--- src/rtl/code_sender_pkg.sv ---
// -----------------------------------------------------------------------------
// code_sender_pkg
//   Shared definitions for the serial code sender:
//     - default values for the code width and the per-bit hold time
//     - width of the per-bit cycle timer (BIT_CYCLES is at most 255)
//     - frame length, which depends on whether the parity bit is appended
//     - FSM state encoding
//   Optional feature macro: CODE_SENDER_PARITY_EN (appends an even-parity bit).
// -----------------------------------------------------------------------------
package code_sender_pkg;

  localparam int unsigned CODE_W_DEFAULT     = 8;
  localparam int unsigned BIT_CYCLES_DEFAULT = 4;

  // Wide enough for any legal BIT_CYCLES value (1..255).
  localparam int unsigned TIMER_W = 8;

`ifdef CODE_SENDER_PARITY_EN
  localparam int unsigned PARITY_BITS = 1;
`else
  localparam int unsigned PARITY_BITS = 0;
`endif

  // Number of bit periods in one frame for a given code width.
  function automatic int unsigned frame_bits(input int unsigned code_w);
    return code_w + PARITY_BITS;
  endfunction

  typedef enum logic [1:0] {
    IDLE = 2'd0,
    SEND = 2'd1,
`ifdef CODE_SENDER_PARITY_EN
    PAR  = 2'd2,
`endif
    FIN  = 2'd3
  } state_t;

endpackage : code_sender_pkg

--- src/rtl/code_sender_if.sv ---
// -----------------------------------------------------------------------------
// code_sender_if
//   Request/serial-output bundle of the code sender.
//     start    : single-cycle send request            (master -> slave)
//     code     : code word, sampled on accepted start (master -> slave)
//     out_data : serial bit, MSB first                (slave -> master)
//     out_en   : one strobe per bit period            (slave -> master)
//     busy     : transmission in progress             (slave -> master)
//     done     : one-cycle pulse after the last bit   (slave -> master)
//   Modports: master (requester / bench), slave (code_sender).
// -----------------------------------------------------------------------------
interface code_sender_if
  import code_sender_pkg::*;
#(
  parameter int unsigned CODE_W = CODE_W_DEFAULT
);

  logic              start;
  logic [CODE_W-1:0] code;
  logic              out_data;
  logic              out_en;
  logic              busy;
  logic              done;

  modport master (
    output start,
    output code,
    input  out_data,
    input  out_en,
    input  busy,
    input  done
  );

  modport slave (
    input  start,
    input  code,
    output out_data,
    output out_en,
    output busy,
    output done
  );

endinterface : code_sender_if

--- src/rtl/code_sender_bit_timer.sv ---
// -----------------------------------------------------------------------------
// bit_timer
//   Free-running modulo-CYCLES counter that paces one bit period.
//   Ports:
//     clk     : clock, rising edge
//     rst_n   : asynchronous active-low reset (counter to 0)
//     clr_i   : synchronous clear (counter to 0), wins over en_i
//     en_i    : advance the counter this cycle
//     first_o : counter is in the first cycle of a bit period
//     last_o  : counter is in the last cycle of a bit period
//   The counter wraps to 0 on its own after the last cycle, so consecutive bit
//   periods need no extra clear. With CYCLES=1 both flags are always high.
// -----------------------------------------------------------------------------
module bit_timer
  import code_sender_pkg::*;
#(
  parameter int unsigned CYCLES = BIT_CYCLES_DEFAULT
) (
  input  logic clk,
  input  logic rst_n,
  input  logic clr_i,
  input  logic en_i,
  output logic first_o,
  output logic last_o
);

  localparam logic [TIMER_W-1:0] LAST_CNT = TIMER_W'(CYCLES - 1);

  logic [TIMER_W-1:0] cnt_q;
  logic [TIMER_W-1:0] cnt_d;

  assign first_o = (cnt_q == '0);
  assign last_o  = (cnt_q == LAST_CNT);

  // NOTE: every variable assigned in always_comb gets a default on entry;
  // a path that leaves it unassigned would infer a latch.
  always_comb begin
    cnt_d = cnt_q;
    if (clr_i) begin
      cnt_d = '0;
    end else if (en_i) begin
      cnt_d = last_o ? '0 : cnt_q + 1'b1;
    end
  end

  // NOTE: sequential state is updated with non-blocking assignments only, so
  // every flop samples the values from before the clock edge.
  always_ff @(posedge clk or negedge rst_n) begin
    if (!rst_n) begin
      cnt_q <= '0;
    end else begin
      cnt_q <= cnt_d;
    end
  end

endmodule : bit_timer

--- src/rtl/code_sender.sv ---
// -----------------------------------------------------------------------------
// code_sender
//   Serialises a CODE_W-bit code word MSB first, holding each bit on out_data
//   for BIT_CYCLES clocks and marking the first cycle of every bit period with
//   an out_en strobe. A one-cycle done pulse follows the last bit period.
//   Ports:
//     clk   : clock, rising edge
//     clr_n : asynchronous active-low reset
//     bus   : code_sender_if.slave (start, code, out_data, out_en, busy, done)
//   Parameters:
//     CODE_W     : code width in bits
//     BIT_CYCLES : clocks per bit, legal range 1..255
//   Optional feature macro: CODE_SENDER_PARITY_EN -- appends one even-parity
//   bit (XOR of the captured code) as an extra bit period in state PAR.
//   Without the macro there is no PAR state and no parity logic.
// -----------------------------------------------------------------------------
module code_sender
  import code_sender_pkg::*;
#(
  parameter int unsigned CODE_W     = CODE_W_DEFAULT,
  parameter int unsigned BIT_CYCLES = BIT_CYCLES_DEFAULT
) (
  input  logic         clk,
  input  logic         clr_n,
  code_sender_if.slave bus
);

  localparam int unsigned FRAME_BITS = frame_bits(CODE_W);
  localparam int unsigned BIT_CNT_W  = $clog2(FRAME_BITS + 1);
  localparam logic [BIT_CNT_W-1:0] LAST_DATA_BIT = BIT_CNT_W'(CODE_W - 1);

  state_t               state_q;
  logic [CODE_W-1:0]    shift_q;
  logic [CODE_W-1:0]    shift_nxt;
  logic [BIT_CNT_W-1:0] bit_cnt_q;
  logic                 out_data_q;
  logic                 busy_q;
  logic                 done_q;
`ifdef CODE_SENDER_PARITY_EN
  logic                 par_q;
`endif

  logic accept;
  logic bit_first;
  logic bit_last;

  // start is only honoured in IDLE: it is ignored while busy and during FIN.
  assign accept    = (state_q == IDLE) && bus.start;
  assign shift_nxt = shift_q << 1;

  // The timer runs exactly while a bit period is on the line (SEND/PAR) and is
  // cleared on acceptance, so the first SEND cycle is always a first cycle.
  bit_timer #(
    .CYCLES (BIT_CYCLES)
  ) u_bit_timer (
    .clk     (clk),
    .rst_n   (clr_n),
    .clr_i   (accept),
    .en_i    (busy_q),
    .first_o (bit_first),
    .last_o  (bit_last)
  );

  // out_en is a decode of registered state only, so it drops with busy on
  // reset and stays low in IDLE and FIN.
  assign bus.out_data = out_data_q;
  assign bus.out_en   = busy_q & bit_first;
  assign bus.busy     = busy_q;
  assign bus.done     = done_q;

  always_ff @(posedge clk or negedge clr_n) begin
    if (!clr_n) begin
      // NOTE: the shift register is cleared by reset as well, so no stale code
      // bits survive an aborted frame.
      state_q    <= IDLE;
      shift_q    <= '0;
      bit_cnt_q  <= '0;
      out_data_q <= 1'b0;
      busy_q     <= 1'b0;
      done_q     <= 1'b0;
`ifdef CODE_SENDER_PARITY_EN
      par_q      <= 1'b0;
`endif
    end else begin
      done_q <= 1'b0;
      case (state_q)
        IDLE: begin
          if (bus.start) begin
            state_q    <= SEND;
            shift_q    <= bus.code;
            bit_cnt_q  <= '0;
            out_data_q <= bus.code[CODE_W-1];
            busy_q     <= 1'b1;
`ifdef CODE_SENDER_PARITY_EN
            par_q      <= ^bus.code;
`endif
          end
        end

        SEND: begin
          if (bit_last) begin
            shift_q   <= shift_nxt;
            bit_cnt_q <= bit_cnt_q + 1'b1;
            if (bit_cnt_q == LAST_DATA_BIT) begin
`ifdef CODE_SENDER_PARITY_EN
              state_q    <= PAR;
              out_data_q <= par_q;
`else
              state_q    <= FIN;
              out_data_q <= 1'b0;
              busy_q     <= 1'b0;
              done_q     <= 1'b1;
`endif
            end else begin
              // out_data tracks the MSB of the shift register after the shift.
              out_data_q <= shift_nxt[CODE_W-1];
            end
          end
        end

`ifdef CODE_SENDER_PARITY_EN
        PAR: begin
          if (bit_last) begin
            state_q    <= FIN;
            bit_cnt_q  <= bit_cnt_q + 1'b1;
            out_data_q <= 1'b0;
            busy_q     <= 1'b0;
            done_q     <= 1'b1;
          end
        end
`endif

        FIN: begin
          state_q <= IDLE;
        end

        default: begin
          state_q    <= IDLE;
          out_data_q <= 1'b0;
          busy_q     <= 1'b0;
        end
      endcase
    end
  end

  // Output consistency: a strobe only inside a transmission, and the done
  // cycle carries no data.
  a_en_implies_busy : assert property (
    @(posedge clk) disable iff (!clr_n) bus.out_en |-> bus.busy
  );
  a_done_quiet : assert property (
    @(posedge clk) disable iff (!clr_n)
      bus.done |-> (!bus.busy && !bus.out_en && !bus.out_data)
  );

endmodule : code_sender

--- src/flat_wrapper.sv ---
// flat-port wrapper written by rule: the top's interface ports become plain ports
module code_sender_flat import code_sender_pkg::*;
#(
  parameter int unsigned CODE_W     = CODE_W_DEFAULT,
  parameter int unsigned BIT_CYCLES = BIT_CYCLES_DEFAULT
)
  (clk, clr_n, bus_start, bus_code, bus_out_data, bus_out_en, bus_busy, bus_done);
  code_sender_if #(.CODE_W(CODE_W)) bus_i ();
  input  logic clk;
  input  logic clr_n;
  input wire logic [$bits(bus_i.start)-1:0] bus_start;
  input wire logic [$bits(bus_i.code)-1:0] bus_code;
  output wire logic [$bits(bus_i.out_data)-1:0] bus_out_data;
  output wire logic [$bits(bus_i.out_en)-1:0] bus_out_en;
  output wire logic [$bits(bus_i.busy)-1:0] bus_busy;
  output wire logic [$bits(bus_i.done)-1:0] bus_done;
  assign bus_i.start = bus_start;
  assign bus_i.code = bus_code;
  assign bus_out_data = bus_i.out_data;
  assign bus_out_en = bus_i.out_en;
  assign bus_busy = bus_i.busy;
  assign bus_done = bus_i.done;
  code_sender #(.CODE_W(CODE_W), .BIT_CYCLES(BIT_CYCLES)) u_core (.clk(clk), .clr_n(clr_n), .bus(bus_i));
endmodule
--- config.mk ---
export PLATFORM = sky130hd
export DESIGN_NAME = code_sender_flat
export DESIGN_NICKNAME = d
export VERILOG_FILES = /design/src/rtl/code_sender_pkg.sv /design/src/rtl/code_sender_if.sv /design/src/rtl/code_sender_bit_timer.sv /design/src/rtl/code_sender.sv /design/src/flat_wrapper.sv
export SDC_FILE = /design/constraint.sdc
export NUM_CORES = 1
export LEC_CHECK = 0
export CORE_MARGIN = 5
export CORE_UTILIZATION = 48
export DETAILED_ROUTE_END_ITERATION = 12
export GPL_TIMING_DRIVEN = 1
export PLACE_DENSITY = 0.73
export SLEW_MARGIN = 10
export SYNTH_ARGS = -nofsm -noshare
export SYNTH_HDL_FRONTEND = slang
export SYNTH_SLANG_ARGS = --single-unit
--- constraint.sdc ---
create_clock -name clk -period 1.57 [get_ports clk]
set_input_delay 0.157 -clock clk [delete_from_list [all_inputs] [get_ports clk]]
set_output_delay 0.157 -clock clk [all_outputs]
set_load 0.01 [all_outputs]
==> summary.txt <==
CTS
  – Number of buffers inserted during clock tree synthesis: 3
  – CTS tree: yes
  – Number of clock sinks: 24
  – CTS Root Cell: sky130_fd_sc_hd__clkbuf_4
  – Clock tree buffer depth: 2
  – Number of buffers added to fix hold violations after cts: 0
  – Number of H-tree levels: 1
  – CTS clock-pin slew for the worst setup and hold paths: 0.14 ns
  – Worst-Skew Late Latency: 0.32 ns

Worst setup path
  – Data required time at the worst endpoint: between 1.5 and 2 ns
  – Worst setup path class: reg2reg
  – Reg2Reg Setup Slack: -0.03 ns
  – WP data arrival: 1.81 ns
  – Startpoint of the most critical register-to-register path: u_core.u_bit_timer.cnt_q[1]
  – Capture point of the worst path: u_core.bit_cnt_q[2]
  – CP startpoint kind: flop
  – Start point of the critical path: u_core.u_bit_timer.cnt_q[1]
  – Highest fanout seen on the critical path: 6
  – CP Capture Type: flop
  – End of the worst register-to-register path: u_core.bit_cnt_q[2]
  – R2R cell count: 4

Routing
  – Number of optimization iterations in the first detailed-route pass: 4
  – Aggregate routed wire length: 2794 um
  – Vias post-DR: between 900 and 1000
  – First DRT Iteration DRCs: 23
  – Routed via count divided by cell count: roughly 5.5
  – Count of nets left with antenna violations after detail routing: 0
  – DR DRC count: 0
  – Avg WL per Cell: 15.44 um

Logic synthesis
  – Async SR Flop Fraction: 100.0%
  – Top cells by area in the synthesized netlist: sky130_fd_sc_hd__dfrtp_1 49%, sky130_fd_sc_hd__mux2i_1 4.9%, sky130_fd_sc_hd__nand2_1 4.0%
  – Yosys top cell area share: about half
  – Cell type with the highest aggregate area in the netlist: sky130_fd_sc_hd__dfrtp_1
  – Commonest cells in the synthesized netlist: 24 x sky130_fd_sc_hd__dfrtp_1, 13 x sky130_fd_sc_hd__nand2_1, 13 x sky130_fd_sc_hd__nor2_1, 6 x sky130_fd_sc_hd__mux2i_1
  – Total of flip-flops plus latches after synthesis: 24
  – Cell with the most instances after synthesis: sky130_fd_sc_hd__dfrtp_1
  – Number of warning messages in the yosys log: 0
  – Number of flops mapped to enable cells by yosys: 0
  – Number of distinct library cells after synthesis: 33
  – Per-instance average area after synthesis: 10.42 um2
  – Instance count of the mapped netlist: about 120
  – Sequential-to-total area share from yosys stat: 48.83%
  – Primary flip-flop cell chosen by synthesis mapping: sky130_fd_sc_hd__dfrtp_1
  – Synth Cell Area: ~1200 um2
  – Number of nets in the synthesized netlist: 132

Global routing
  – Initial antenna violation count: 0
  – Residual overflow from global routing: 0
  – First-pass GRT wire length: 4609 um
  – Pin count of the biggest net entering global routing: 25
  – Gr usage total: 17.10%
  – Number of global-route vias before repair: 1041

Layout
  – Final net count: approximately 170
  – Area growth, synth to finish: 30.11%
  – Proportion of layout cells with a drive suffix above 1: approximately 26%
  – Final standard cell utilization of the core: 65.19%
  – Final Non-Filler Cells: roughly 180
  – Ant. Diodes: 0

Pwr
  – IR Drop Worst-Case VDD: slightly below 0.001 V
  – Leakage: 0.7358 nW
  – Pwr Density: 1425 nW/um2

STA
  – Worst clock skew on the final layout: 0.01353 ns
  – Setup TNS after final layout: -0.08230 ns
  – Min Tclk post-route: roughly 1.6 ns
  – Worst hold slack across all endpoints: 0.1665 ns
  – Slew headroom: 72.13%
  – Endpoints failing hold: 0
  – Portion of the clock cycle consumed by the worst path in the final layout: 102.1%
  – RSZ-0062 raised after global routing: yes
  – Number of setup violations in the final report: 5
  – Final-report max-slew violation count: 0
  – Final setup slack of the worst path: -0.03307 ns
  – Peak clock frequency supported by timing: 623.8 MHz
  – Slew @ Worst Pin: 0.4181 ns

Die
  – # IOs: 15
  – Initial Utilization: approximately half
  – Placement row count: 18
  – Area of the core region: 2455 um2
  – Die Height: 60.62 um
  – Full die area: 3675 um2
  – X dimension of the die: 60.62 um

Placement
  – Cell Count Post-Placement: between 150 and 200
  – Final GP Congestion: 0.8716
  – Count of input and output buffers: 14
  – Worst slack at placement: -0.01629 ns
  – Sum of net half-perimeters after detailed placement: 1972 um

Run status
  – Outcome: finished with violations
  – Violations in the final reports: setup timing

Worst hold path
  – Worst min-delay path category: in2async

Run
  – Number of violations of the max-capacitance limit: 0
-- sequential cells by signal, summed over array words and instances, names as in the netlist --
name                      flops
u_core.u_bit_timer.cnt_q      8
u_core.shift_q                7
u_core.bit_cnt_q              4
u_core.state_q                2
u_core.bus.busy               1
u_core.bus.done               1
u_core.bus.out_data           1
-- cell usage in the layout (no fill, tap or decap), types with 4 or more instances in the layout --
master,netlist,final
sky130_fd_sc_hd__mux2i_1,6,6
sky130_fd_sc_hd__nand2_1,13,10
sky130_fd_sc_hd__o21ai_1,3,4
sky130_fd_sc_hd__buf_4,1,19
sky130_fd_sc_hd__xor2_1,5,5
sky130_fd_sc_hd__o21ai_0,5,4
sky130_fd_sc_hd__dfrtp_1,24,24
sky130_fd_sc_hd__nor2_1,13,11
sky130_fd_sc_hd__clkdlybuf4s50_1,0,12
-- report_power, final --
part / internal, mW / leakage [nW] / switching [mW] / total [mW]
Combinational: 0.517 / 0.412 / 0.504 / 1.02
Sequential: 0.785 / 0.302 / 0.140 / 0.925
Clock: 0.142 / 0.0210 / 0.193 / 0.334
-- per-stage QoR --
step,power (mW),instance area (um2)
2_1_floorplan,1.458,1230
3_3_place_gp,1.765,1473
3_5_place_dp,1.822,1473
4_1_cts,2.171,1530
5_1_grt,2.452,1600
6_report,2.281,1600
-- worst max-delay path, stage by stage, from the launching register on --
cell and delay (ns):
sky130_fd_sc_hd__dfrtp_1 0.42, sky130_fd_sc_hd__ha_2 0.21, sky130_fd_sc_hd__nor4b_4 0.32, sky130_fd_sc_hd__a31oi_4 0.19
sky130_fd_sc_hd__a221o_1 0.36
-- area by class of cell --
cell class | instances | area (um2)
Fill cell | 185 | 854.6
Sequential cell | 24 | 600.6
Tap cell | 30 | 37.54
Inverter | 3 | 11.26
Timing Repair Buffer | 34 | 287.8
Multi-Input combinational cell | 86 | 626.9
Clock buffer | 4 | 36.28
-- per-layer routing --
metal | up-vias | global-route usage (%) | share of wire, %
met5 | - | 0 | 0
met4 | 0 | 8.669 | 2.5
met3 | 8 | 2.340 | 3.1
met2 | 18 | 27.94 | 50
met1 | 489 | 22.19 | 44
li1 | 482 | - | -
-- kinds of logic after synthesis --
family	after synthesis	share of synthesized area [%]
XOR/XNOR	5	3.560
AO/OA/AOI/OAI	23	13.83
flip-flops	24	48.83
adder cells (fa/ha/maj)	3	3.052
buffers and inverters	8	3.560
AND/OR/NAND/NOR	48	21.36
multiplexers	7	5.799
-- how the worst min path moves through the flow --
stage,startpoint,end,slack [ns],cells after the start
2_1_floorplan,clr_n,u_core.bit_cnt_q[0],-0.14,0
3_3_place_gp,u_core.shift_q[4],u_core.shift_q[4],0.46,2
3_5_place_dp,u_core.shift_q[5],u_core.shift_q[5],0.48,2
4_1_cts,clr_n,u_core.u_bit_timer.cnt_q[3],0.18,2
5_1_grt,clr_n,u_core.bus.done,0.18,2
6_report,clr_n,u_core.bus.out_data,0.17,2
-- what timing repair did --
action | in CTS | in global routing
setup buffers | 3 | 4
gates resized for setup | 6 | 12
endpoints found under the setup margin | 4 | 19
pin swaps | 0 | 6
hold endpoints to repair | 0 | 0
(Power assumes the default switching activity.)
